===== src/rtl/mem_stage.sv =====
// ---------------------------------------------------------------------------
// mem_stage -- memory-access stage of the 5-stage LoongArch pipeline.
//
// Sits between EXE and WB. It latches the EXE->MEM bus and takes load data
// from the synchronous data SRAM. That read was issued by EXE one cycle
// earlier, so the data is present only in the first cycle a load sits in MEM.
// It extracts and extends byte/halfword/word loads, builds the MEM->WB bus,
// and drives a forwarding / load-use bus back to ID.
//
// Ports:
//   clk              rising-edge clock
//   resetn           synchronous reset, active-low
//   exe_to_mem_bus   {load_op[2:0], res_from_mem, gr_we, dest[4:0],
//                     alu_result[31:0], pc[31:0]}
//   exe_to_mem_valid EXE holds a valid instruction for MEM
//   mem_allow_in     MEM accepts a new instruction this cycle
//   mem_to_wb_bus    {gr_we, dest[4:0], final_result[31:0], pc[31:0]}
//   mem_to_wb_valid  MEM presents a valid instruction to WB
//   wb_allow_in      WB accepts this cycle
//   data_sram_rdata  SRAM read data, valid in a load's first MEM cycle only
//   mem_to_id_bus    {fwd_we, fwd_dest[4:0], fwd_data[31:0], fwd_is_load}
// ---------------------------------------------------------------------------
module mem_stage #(
  parameter int EXE_TO_MEM_BUS_WIDTH = 74,
  parameter int MEM_TO_WB_BUS_WIDTH  = 70,
  parameter int MEM_TO_ID_BUS_WIDTH  = 39
) (
  input  logic                            clk,
  input  logic                            resetn,
  input  logic [EXE_TO_MEM_BUS_WIDTH-1:0] exe_to_mem_bus,
  input  logic                            exe_to_mem_valid,
  output logic                            mem_allow_in,
  output logic [MEM_TO_WB_BUS_WIDTH-1:0]  mem_to_wb_bus,
  output logic                            mem_to_wb_valid,
  input  logic                            wb_allow_in,
  input  logic [31:0]                     data_sram_rdata,
  output logic [MEM_TO_ID_BUS_WIDTH-1:0]  mem_to_id_bus
);

  localparam logic [2:0] LD_B  = 3'b001;
  localparam logic [2:0] LD_H  = 3'b010;
  localparam logic [2:0] LD_BU = 3'b011;
  localparam logic [2:0] LD_HU = 3'b100;

  logic                            mem_valid_r;
  logic [EXE_TO_MEM_BUS_WIDTH-1:0] pipe_r;
  logic                            first_r;
  logic                            hold_vld_r;
  logic [31:0]                     hold_data_r;

  logic        mem_ready_go_s;
  logic        accept_s;
  logic        leave_s;
  logic [2:0]  load_op_s;
  logic        res_from_mem_s;
  logic        gr_we_s;
  logic [4:0]  dest_s;
  logic [31:0] alu_result_s;
  logic [31:0] pc_s;
  logic [31:0] raw_data_s;
  logic [7:0]  byte_s;
  logic [15:0] half_s;
  logic [31:0] load_result_s;
  logic [31:0] final_result_s;

  // Field decode of the pipeline register.
  assign load_op_s      = pipe_r[73:71];
  assign res_from_mem_s = pipe_r[70];
  assign gr_we_s        = pipe_r[69];
  assign dest_s         = pipe_r[68:64];
  assign alu_result_s   = pipe_r[63:32];
  assign pc_s           = pipe_r[31:0];

  // Handshake. MEM never stalls by itself.
  assign mem_ready_go_s  = 1'b1;
  assign mem_allow_in    = !mem_valid_r || (mem_ready_go_s && wb_allow_in);
  assign mem_to_wb_valid = mem_valid_r && mem_ready_go_s;
  assign accept_s        = mem_allow_in && exe_to_mem_valid;
  assign leave_s         = mem_to_wb_valid && wb_allow_in;

  // Pipeline register, valid bit, first-cycle flag and held load data.
  always_ff @(posedge clk) begin
    if (!resetn) begin
      mem_valid_r <= 1'b0;
      pipe_r      <= '0;
      first_r     <= 1'b0;
      hold_vld_r  <= 1'b0;
      hold_data_r <= 32'd0;
    end else begin
      if (mem_allow_in) begin
        mem_valid_r <= exe_to_mem_valid;
      end
      if (accept_s) begin
        pipe_r <= exe_to_mem_bus;
      end
      // First-cycle flag lasts exactly one cycle after an accept.
      first_r <= accept_s;
      // SRAM data disappears after the first cycle, so a load stalled at
      // the end of that cycle keeps its own copy until it leaves MEM.
      if (leave_s) begin
        hold_vld_r <= 1'b0;
      end else if (mem_valid_r && first_r && res_from_mem_s && !hold_vld_r) begin
        hold_vld_r  <= 1'b1;
        hold_data_r <= data_sram_rdata;
      end
    end
  end

  assign raw_data_s = hold_vld_r ? hold_data_r : data_sram_rdata;

  // Byte and halfword lane selection by the low address bits.
  always_comb begin
    byte_s = raw_data_s[7:0];
    half_s = raw_data_s[15:0];
    case (alu_result_s[1:0])
      2'd0:    byte_s = raw_data_s[7:0];
      2'd1:    byte_s = raw_data_s[15:8];
      2'd2:    byte_s = raw_data_s[23:16];
      2'd3:    byte_s = raw_data_s[31:24];
      default: byte_s = raw_data_s[7:0];
    endcase
    // addr[0] is deliberately ignored for halfwords (no alignment trap).
    if (alu_result_s[1]) begin
      half_s = raw_data_s[31:16];
    end else begin
      half_s = raw_data_s[15:0];
    end
  end

  // Load extension; unused encodings behave as ld.w.
  always_comb begin
    load_result_s = raw_data_s;
    case (load_op_s)
      LD_B:    load_result_s = {{24{byte_s[7]}}, byte_s};
      LD_BU:   load_result_s = {24'd0, byte_s};
      LD_H:    load_result_s = {{16{half_s[15]}}, half_s};
      LD_HU:   load_result_s = {16'd0, half_s};
      default: load_result_s = raw_data_s;
    endcase
  end

  assign final_result_s = res_from_mem_s ? load_result_s : alu_result_s;

  assign mem_to_wb_bus = {gr_we_s && mem_valid_r, dest_s, final_result_s, pc_s};

  assign mem_to_id_bus = {mem_valid_r && gr_we_s && (dest_s != 5'd0),
                          dest_s,
                          final_result_s,
                          mem_valid_r && res_from_mem_s};

endmodule


===== config.mk =====
export PLATFORM = sky130hd
export DESIGN_NAME = mem_stage
export DESIGN_NICKNAME = d
export VERILOG_FILES = /design/src/rtl/mem_stage.sv
export SDC_FILE = /design/constraint.sdc
export NUM_CORES = 1
export LEC_CHECK = 0
export ABC_AREA = 1
export BUFFER_PORTS_ARGS = -buffer_cell sky130_fd_sc_hd__buf_4
export CAP_MARGIN = 20
export CORE_MARGIN = 2
export CORE_UTILIZATION = 52
export CTS_CLUSTER_DIAMETER = 60
export CTS_CLUSTER_SIZE = 12
export DETAILED_ROUTE_END_ITERATION = 10
export PLACE_DENSITY = 0.92
export RECOVER_POWER = 25
export SLEW_MARGIN = 20
export SYNTH_ARGS = -nofsm -noshare
export SYNTH_HDL_FRONTEND = slang
export SYNTH_SLANG_ARGS = --single-unit

===== constraint.sdc =====
create_clock -name clk -period 2.2 [get_ports clk]
set_input_delay 0.11 -clock clk [delete_from_list [all_inputs] [get_ports clk]]
set_output_delay 0.11 -clock clk [all_outputs]
set_load 0.005 [all_outputs]

After elaboration in Yosys (flattened, before gate mapping)
Index checks and enable logic that the tools add are counted. Widths: inputs -> output; s select.

$add $sub $neg: 0. Multiply operators: 0. Divide/modulo/power cells: 0. Order comparisons: 0. Eq/ne operators: 7. Shifts and indexed selects: 0. Muxes and demuxes: 5. Bitwise gates (word level): 2. Reduce and logical (&&, ||, !) cells: 15.

Operators with widths (number): $pmux 32 s4 (1); $mux 32 (2); $pmux 8 s4 (1); $mux 16 (1); $logic_and 1x1->1 (8); $eq 3x2->1 const B (2); $reduce_bool 5->1 (1); $eq 2x2->1 const B (2); $eq 3x1->1 const B (1); $eq 3x3->1 const B (1); $eq 2x1->1 const B (1); $logic_not 1->1 (2); $logic_not 2->1 (1); $not 1->1 (2); $reduce_and 2->1 (1); $reduce_or 2->1 (1); $logic_or 1x1->1 (1).

Flip-flop bits (word level): 109. Bits in latches: 0. Bits in writable memories: 0. Memory bits (read-only): 0. Logic and storage cells: 34. Memories: 0.

Longest topological paths before layout
Gate-level depths: netlist (run 1).

Word-level depth: 4. Depth in mapped cells: 14. Gate-level depth less buffers: 11.

Least setup slack after synthesis (run 1)
No wires, ideal clock.

Path kind: register to output. Start: reg pipe_r[33]. End: out mem_to_wb_bus[45]. Arrival: 1.455 ns. Slack: 0.635 ns. Cell stages (with the launch flop): 12. Path buffers: 3. Cells stage by stage: dfxtp_1 buf_4 inv_2 nor2_4 nand2_1 nand2_1 inv_1 nand2_2 nand3_4 buf_6 a21oi_1 buf_4.

Word-level cells in the longest chain between the ends: 4. Elaborated cells between the ends (all ways): 8.

Ends and longest elaborated chain: from (decl) (RTL line 46) `logic [EXE_TO_MEM_BUS_WIDTH-1:0] pipe_r;`; from (signal assigned) (RTL line 94) `pipe_r <= exe_to_mem_bus;`; $eq 2x2->1 (tied with other cells) (RTL line 115) `case (alu_result_s[1:0])`; $pmux 8 s4 (RTL line 115); $pmux 32 s4 (*) (RTL line 133) `case (load_op_s)`; $mux 32 (*) (RTL line 142) `assign final_result_s = res_from_mem_s ? load_result_s : alu_result_s;`; to (decl) (RTL line 33) `output logic [MEM_TO_WB_BUS_WIDTH-1:0] mem_to_wb_bus,`.

Mark *: on every way between the ends. The rest lies on a longest branch, timed or not.

Worst setup path in the final report (run 1)
Start: reg pipe_r[72]. End: out mem_to_wb_bus[38].

Word-level cells in the longest chain between the ends: 3. Elaborated cells between the ends (all ways): 6.

Ends and longest elaborated chain (RTL line): $eq 3x3->1 (tied with other cells) (133); $pmux 32 s4 (*) (133); $mux 32 (*) (142).

Marked as above.

==> run_results.csv, run 1 <==
group,metric,value,unit
outcome,status,"finished, violations left",
outcome,violations,"hold timing",
drt,vias,6499,
sta,finalCriticalPeriod,2.095,ns
run,maxCapViolations,0,
place,hpwl,13130,um
sta,setup_ws,0.1051,ns
sta,fmax,477.4,MHz
clocking,numCtsBuffers,9,
place,portBuffers,220,
grt,grt_overflow,0,
grt,antenna_found_initial,0,
die,die_x,112.7,um
sta,hold_viol,1,
setup_path,cp-end-kind,"output port",
die,io-pin-count,221,
synthesis,ys_ff_latch,109,
synthesis,synth_top_area_cell,"dfxtp_1",
sta,finalMaxSlewViolations,0,
die,start_util,53.53,%
clocking,tritoncts,"built",
synthesis,synth_warnings,0,
drt,detail_route.first_pass.iterations,5,
finish,multiInputGateArea,3020,um2
setup_path,worst_setup_path_start_kind,"register",
clocking,root_buffer,"clkbuf_16",
finish,drive_gt1_share,27.82,%
clocking,clk_latency,0.35,ns
synthesis,synth.avg_cell_area,6.387,um2
die,dieArea,12690,um2
setup_path,regToRegSetupSlack,0.42,ns
setup_path,crit_path_frequent_cell,"nand2_1",
power_and_ir_drop,ir_drop,0.6529,mV
synthesis,synth_nets,1071,
finish,syn_to_final_growth,27.42,%
min_path,hp-start,"exe_to_mem_bus[9]",
place,dp_slack,0.3211,ns
finish,seq_area,2187,um2
finish,antenna_cells,0,
setup_path,r2r_start,"mem_to_wb_valid$_SDFFE_PN0N_",
setup_path,crit_type,"reg2out",
sta,clock_skew,0.01008,ns
sta,post-route-period-util,95.22,%
sta,worst_slew_pin_slew,0.7840,ns
die,die_h,112.7,um
setup_path,crit_path_max_fanout,6,
clocking,max-clock-path-buffers,2,
die,core_area,11470,um2
sta,maxSlewHeadroom,47.73,%
finish,final_cell_count_no_fill,1243,
synthesis,synthTopCellsByArea,"dfxtp_1 36%, nor2_1 13%, nand2_1 12%",
drt,drt-total-wl,18400,um
sta,hold_ws,-0.0006633,ns
grt,grt_pass1_wl,28460,um
setup_path,max_stage_delay,0.39,ns
clocking,clock_sinks,109,
grt,grt_use_total,27.46,%
power_and_ir_drop,p_per_area,666.2,nW/um2
power_and_ir_drop,p_leak,3.955,nW
finish,fillers,987,
setup_path,reg2reg_depth,5,
grt,grt_start_max_net_pins,53,
drt,avgViaCountPerCell,5.228,
clocking,cts_max_level,3,
place,place.gp.congestion,0.9747,
min_path,holdPathEnd,"pipe_r[9]$_SDFFE_PN0P_",
sta,finalSetupTns,0,ns
min_path,hold_path_class,"in2reg",
clocking,clkTransAtPathRegs,0.08,ns
drt,drc,0,
synthesis,synth_cells,961,
place,dp.cells,1213,
setup_path,worstPathArrival,1.98,ns
setup_path,r2r_end,"pipe_r[72]$_SDFFE_PN0P_",
synthesis,synth_cell_types,29,
finish,final_nets,1205,
setup_path,path_cells,"inv_1 -> nor2_1 -> nand2_2 -> nand3_4 -> buf_4 -> nand2_1 -> inv_1 -> nand2_1 -> nand2_1 -> nand2_1 -> buf_4",
synthesis,synth_area,6138,um2
synthesis,synth_top_area_share,35.55,%
drt,drtAntennaViolNets,0,
setup_path,slowest_stage,"dfxtp_1",
sta,rsz0062_at_grt,"true",
drt,wl_per_cell,14.80,um
drt,drt_iter0_markers,476,
sta,setup_viol,0,
setup_path,required,2.09,ns
die,num_rows,39,
min_path,whs_path_depth,3,
synthesis,ys_seq_area_share,35.55,%
grt,grt_pass1_vias,5983,
area by class of cell:
class,instances,area share [%]
Tap cell,143,2.288
Sequential cell,109,27.96
Multi-Input combinational cell,664,38.62
Timing Repair Buffer,249,23.90
Clock buffer,10,2.928
Clock inverter,6,1.040
Timing Repair inverter,1,0.09598
Inverter,61,3.167
sequential cells by signal (all words and copies together), names as in the netlist:
| signal | flops |
|---|---|
| hold_vld_r | 1 |
| hold_data_r | 32 |
| mem_to_wb_valid | 1 |
| first_r | 1 |
| pipe_r | 74 |
critical path: cells and delay by family (launching register included):
kind                   cells  cell delay [ns]
buffers and inverters      4             0.44
DFF                        1             0.39
and+or+nand+nor            7             0.80
report_power, final:
group          internal, mW  total [mW]  switching (mW)  leakage [nW]
Sequential             2.09        2.16          0.0709         0.899
Clock                 0.906        1.67           0.767         0.144
Combinational         0.654        1.38           0.724          2.91
per-layer routing:
layer | wire length, um | global-route usage [%]
met1 | 7063 | 32.35
met5 | 0 | 0
met4 | 604 | 10.98
met3 | 1714 | 7.397
met2 | 9015 | 47.39
placed cells by master (no fill, tap or decap), types with 2 or more instances in the layout:
cell type      netlist  routed
nor2_1             205     204
nand2_1            204     202
buf_4               80     194
o21ai_0            119     117
dfxtp_1            109     107
inv_1               53      52
a21oi_1             52      44
clkbuf_4             0      37
nand3_1             37      34
or2_2               17      17
clkbuf_1            33      10
a21oi_2              1       9
clkbuf_16            0       9
o211ai_1             7       7
inv_2                6       6
nand3_4              1       5
clkinvlp_4           0       4
o21ai_1              2       4
a31oi_1              4       4
dlygate4sd3_1        0       4
inv_8                0       3
nand2_2              2       3
nor2_4               2       3
nand3_2              1       3
nand2_4              0       2
nand4_1              2       2
buf_12               0       2
clkbuf_2             0       2
timing repair:
action	4_1_cts	5_1_grt
pin swaps	0	2
cloned	0	5
endpoints found under the setup margin	21	64
hold buffers	4	0
hold endpoints to repair	4	0
buffers inserted	0	5
resized for setup	1	38
stage by stage:
stage	util [%]	hold WS [ns]	area, um2	power [mW]
floorplan	-	0.2449	6138	3.032
global placement	63.60	0.3458	7293	3.469
detailed placement	63.60	0.3528	7293	3.500
CTS	66.68	0.0005887	7646	5.158
global route	68.21	0.005405	7821	5.474
finish	68.21	-0.0006633	7821	5.210
worst max path at each step:
stage,endpoint,slack [ns],cells past startpoint,from
CTS,mem_to_id_bus[12],-0.06,10,hold_vld_r$_SDFFE_PP0P_
floorplan,mem_to_wb_bus[45],0.63,11,pipe_r[33]$_SDFFE_PN0P_
detailed placement,mem_to_id_bus[12],0.32,9,pipe_r[73]$_SDFFE_PN0P_
global route,mem_to_id_bus[20],-0.04,10,pipe_r[72]$_SDFFE_PN0P_
global placement,mem_to_id_bus[12],0.36,10,hold_vld_r$_SDFFE_PP0P_
finish,mem_to_wb_bus[38],0.11,11,pipe_r[72]$_SDFFE_PN0P_
cell families (layout without fill, tap and decap cells):
kind of cell           after synthesis  in the layout  share of synthesized area, %
AND/OR/NAND/NOR                    473            477                         31.25
flip-flops                         109            109                         35.55
buffers and inverters              192            327                         17.43
AO/OA/AOI/OAI                      187            187                         15.78
cells in the mapped netlist (all sizes together):
cell    count
a211oi      1
a21oi      53
a31oi       4
and2        1
buf        98
clkbuf     33
clkinv      1
dfxtp     109
inv        60
nand2     206
nand3      39
nand4       2
nor2      207
nor3        1
o211ai      7
o21ai     121
o41ai       1
or2        17
No activity file was read; power rests on OpenSTA's default activity.
==> run 2, diff against run 1 <==
PLACE_DENSITY = 0.83   (was 0.92)
==> run 2 against run 1 <==
  * The flow still finishes with violations (hold timing)
  * Non-clock buffer count grew 23
  * Fmax shrank 2.8%
  * Power grew 0.85%
  * Register-to-register slack gained 0.08 ns
  * Global-route usage grew 1.0 points
  * Hold slack lost 0.0016 ns
  * Highest routed layer unchanged
==> run_results.csv, run 2 (same netlist as run 1, synthesis figures left out) <==
group,metric,value,unit
power_and_ir_drop,ir_drop,0.7674,mV
clocking,numCtsBuffers,9,
clocking,clock_sinks,109,
drt,detail_route.first_pass.iterations,5,
clocking,root_buffer,"clkbuf_16",
sta,post-route-period-util,97.97,%
finish,fillers,989,
sta,hold_ws,-0.002295,ns
finish,drive_gt1_share,27.03,%
finish,syn_to_final_growth,31.15,%
setup_path,r2r_start,"mem_to_wb_valid$_SDFFE_PN0N_",
drt,avgViaCountPerCell,5.269,
sta,maxSlewHeadroom,46.75,%
grt,grt_overflow,0,
outcome,violations,"hold timing",
die,dieArea,12690,um2
grt,grt_start_max_net_pins,57,
min_path,whs_path_depth,3,
drt,vias,6660,
drt,wl_per_cell,14.91,um
finish,largestRegisters,"pipe_r x74, hold_data_r x32",
place,place.gp.congestion,0.9633,
setup_path,slowest_stage,"dfxtp_1",
clocking,clkTransAtPathRegs,0.07,ns
min_path,hp-start,"exe_to_mem_bus[34]",
power_and_ir_drop,p_leak,4.040,nW
setup_path,required,2.09,ns
finish,antenna_cells,0,
setup_path,crit_path_max_fanout,11,
finish,final_cell_count_no_fill,1264,
clocking,cts_max_level,3,
setup_path,crit_type,"reg2out",
grt,grt_pass1_wl,29060,um
drt,drtAntennaViolNets,0,
setup_path,path_cells,"inv_1 -> nand3_1 -> nand2_4 -> buf_4 -> nand2_1 -> nand2_1 -> a21oi_1 -> a21oi_2 -> buf_4",
drt,drt_iter0_markers,532,
setup_path,regToRegSetupSlack,0.50,ns
die,num_rows,39,
place,portBuffers,220,
grt,grt_pass1_vias,5978,
drt,drc,0,
die,start_util,53.53,%
drt,drt-total-wl,18840,um
finish,mostFrequentLayoutCells,"203 x nor2_1, 200 x nand2_1, 195 x buf_4",
sta,finalMaxSlewViolations,0,
sta,setup_viol,0,
setup_path,worst_setup_path_start_kind,"register",
die,core_area,11470,um2
grt,antenna_found_initial,0,
run,maxCapViolations,0,
setup_path,cp-end-kind,"output port",
finish,largest_reg_flops,74,
sta,clock_skew,0.006474,ns
die,die_x,112.7,um
setup_path,reg2reg_depth,5,
clocking,clk_latency,0.36,ns
min_path,holdPathEnd,"pipe_r[34]$_SDFFE_PN0P_",
setup_path,worstPathArrival,2.05,ns
finish,final_common_cell,"nor2_1",
finish,largest_register,"pipe_r",
min_path,hold_path_class,"in2reg",
clocking,tritoncts,"built",
setup_path,r2r_end,"pipe_r[70]$_SDFFE_PN0P_",
place,dp.cells,1213,
sta,hold_viol,3,
place,hpwl,12950,um
power_and_ir_drop,p_per_area,652.7,nW/um2
grt,grt_use_total,28.47,%
sta,worst_slew_pin_slew,0.7988,ns
clocking,max-clock-path-buffers,2,
finish,final_core_util,70.20,%
sta,finalCriticalPeriod,2.155,ns
outcome,status,"finished, violations left",
sta,fmax,464.0,MHz
finish,final_nets,1227,
sta,rsz0062_at_grt,"true",
die,die_h,112.7,um
die,io-pin-count,221,
setup_path,max_stage_delay,0.38,ns
==> run 2: worst max-delay path by stage <==
stage,start,end,cells past startpoint
2_1_floorplan,pipe_r[33]$_SDFFE_PN0P_,mem_to_wb_bus[45],11
3_3_place_gp,hold_vld_r$_SDFFE_PP0P_,mem_to_wb_bus[41],10
3_5_place_dp,pipe_r[73]$_SDFFE_PN0P_,mem_to_wb_bus[42],9
4_1_cts,hold_vld_r$_SDFFE_PP0P_,mem_to_wb_bus[42],10
5_1_grt,pipe_r[72]$_SDFFE_PN0P_,mem_to_id_bus[27],10
6_report,pipe_r[72]$_SDFFE_PN0P_,mem_to_wb_bus[41],9
==> run 2: cell type report <==
class | count | area (um2) | share of cell area (%)
Tap cell | 143 | 178.9 | 2.223
Clock inverter | 4 | 57.56 | 0.7150
Timing Repair Buffer | 272 | 2113 | 26.25
Timing Repair inverter | 1 | 7.507 | 0.09325
Sequential cell | 109 | 2186 | 27.15
Inverter | 61 | 255.2 | 3.171
Clock buffer | 11 | 242.7 | 3.015
Multi-Input combinational cell | 663 | 3009 | 37.38
==> run 2: per-layer routing <==
layer	global-route usage [%]	vias up	wire, um
met2	49.18	345	9080
li1	-	3281	-
met1	33.04	2976	7270
met5	0	-	0
met3	9.287	58	1862
met4	10.00	0	627
==> run 2: timing repair <==
| action | in CTS | in global routing |
|---|---|---|
| hold endpoints to repair | 25 | 0 |
| setup endpoints to repair | 26 | 64 |
| pin swaps | 0 | 3 |
| hold buffers | 25 | 0 |
| cloned | 1 | 4 |
| gates resized for setup | 3 | 35 |
| setup buffers | 0 | 6 |
==> run 2: through the flow <==
step | total power [mW] | worst slack [ns] | hold WS (ns) | TNS [ns] | cell area, um2
5_1_grt | 5.495 | -0.04949 | 0.0007176 | -0.6119 | 8050
2_1_floorplan | 3.032 | 0.6348 | 0.2449 | 0 | 6138
3_5_place_dp | 3.500 | 0.3215 | 0.3478 | 0 | 7306
3_3_place_gp | 3.476 | 0.3767 | 0.3454 | 0 | 7306
6_report | 5.255 | 0.04474 | -0.002295 | 0 | 8050
4_1_cts | 5.200 | -0.02073 | 0.0004083 | -0.06867 | 7880
==> run 2: power breakdown <==
part | switching [mW] | internal, mW
clock network | 0.761 | 0.919
registers | 0.0710 | 2.09
logic | 0.736 | 0.679
total | 1.57 | 3.69
==> run 2: critical path, delay by kind of cell (launching register included) <==
kind | cells | cell delay (ns)
and+or+nand+nor | 4 | 0.44
DFF | 1 | 0.38
AOI/OAI and AO/OA | 2 | 0.41
buffers and inverters | 3 | 0.44
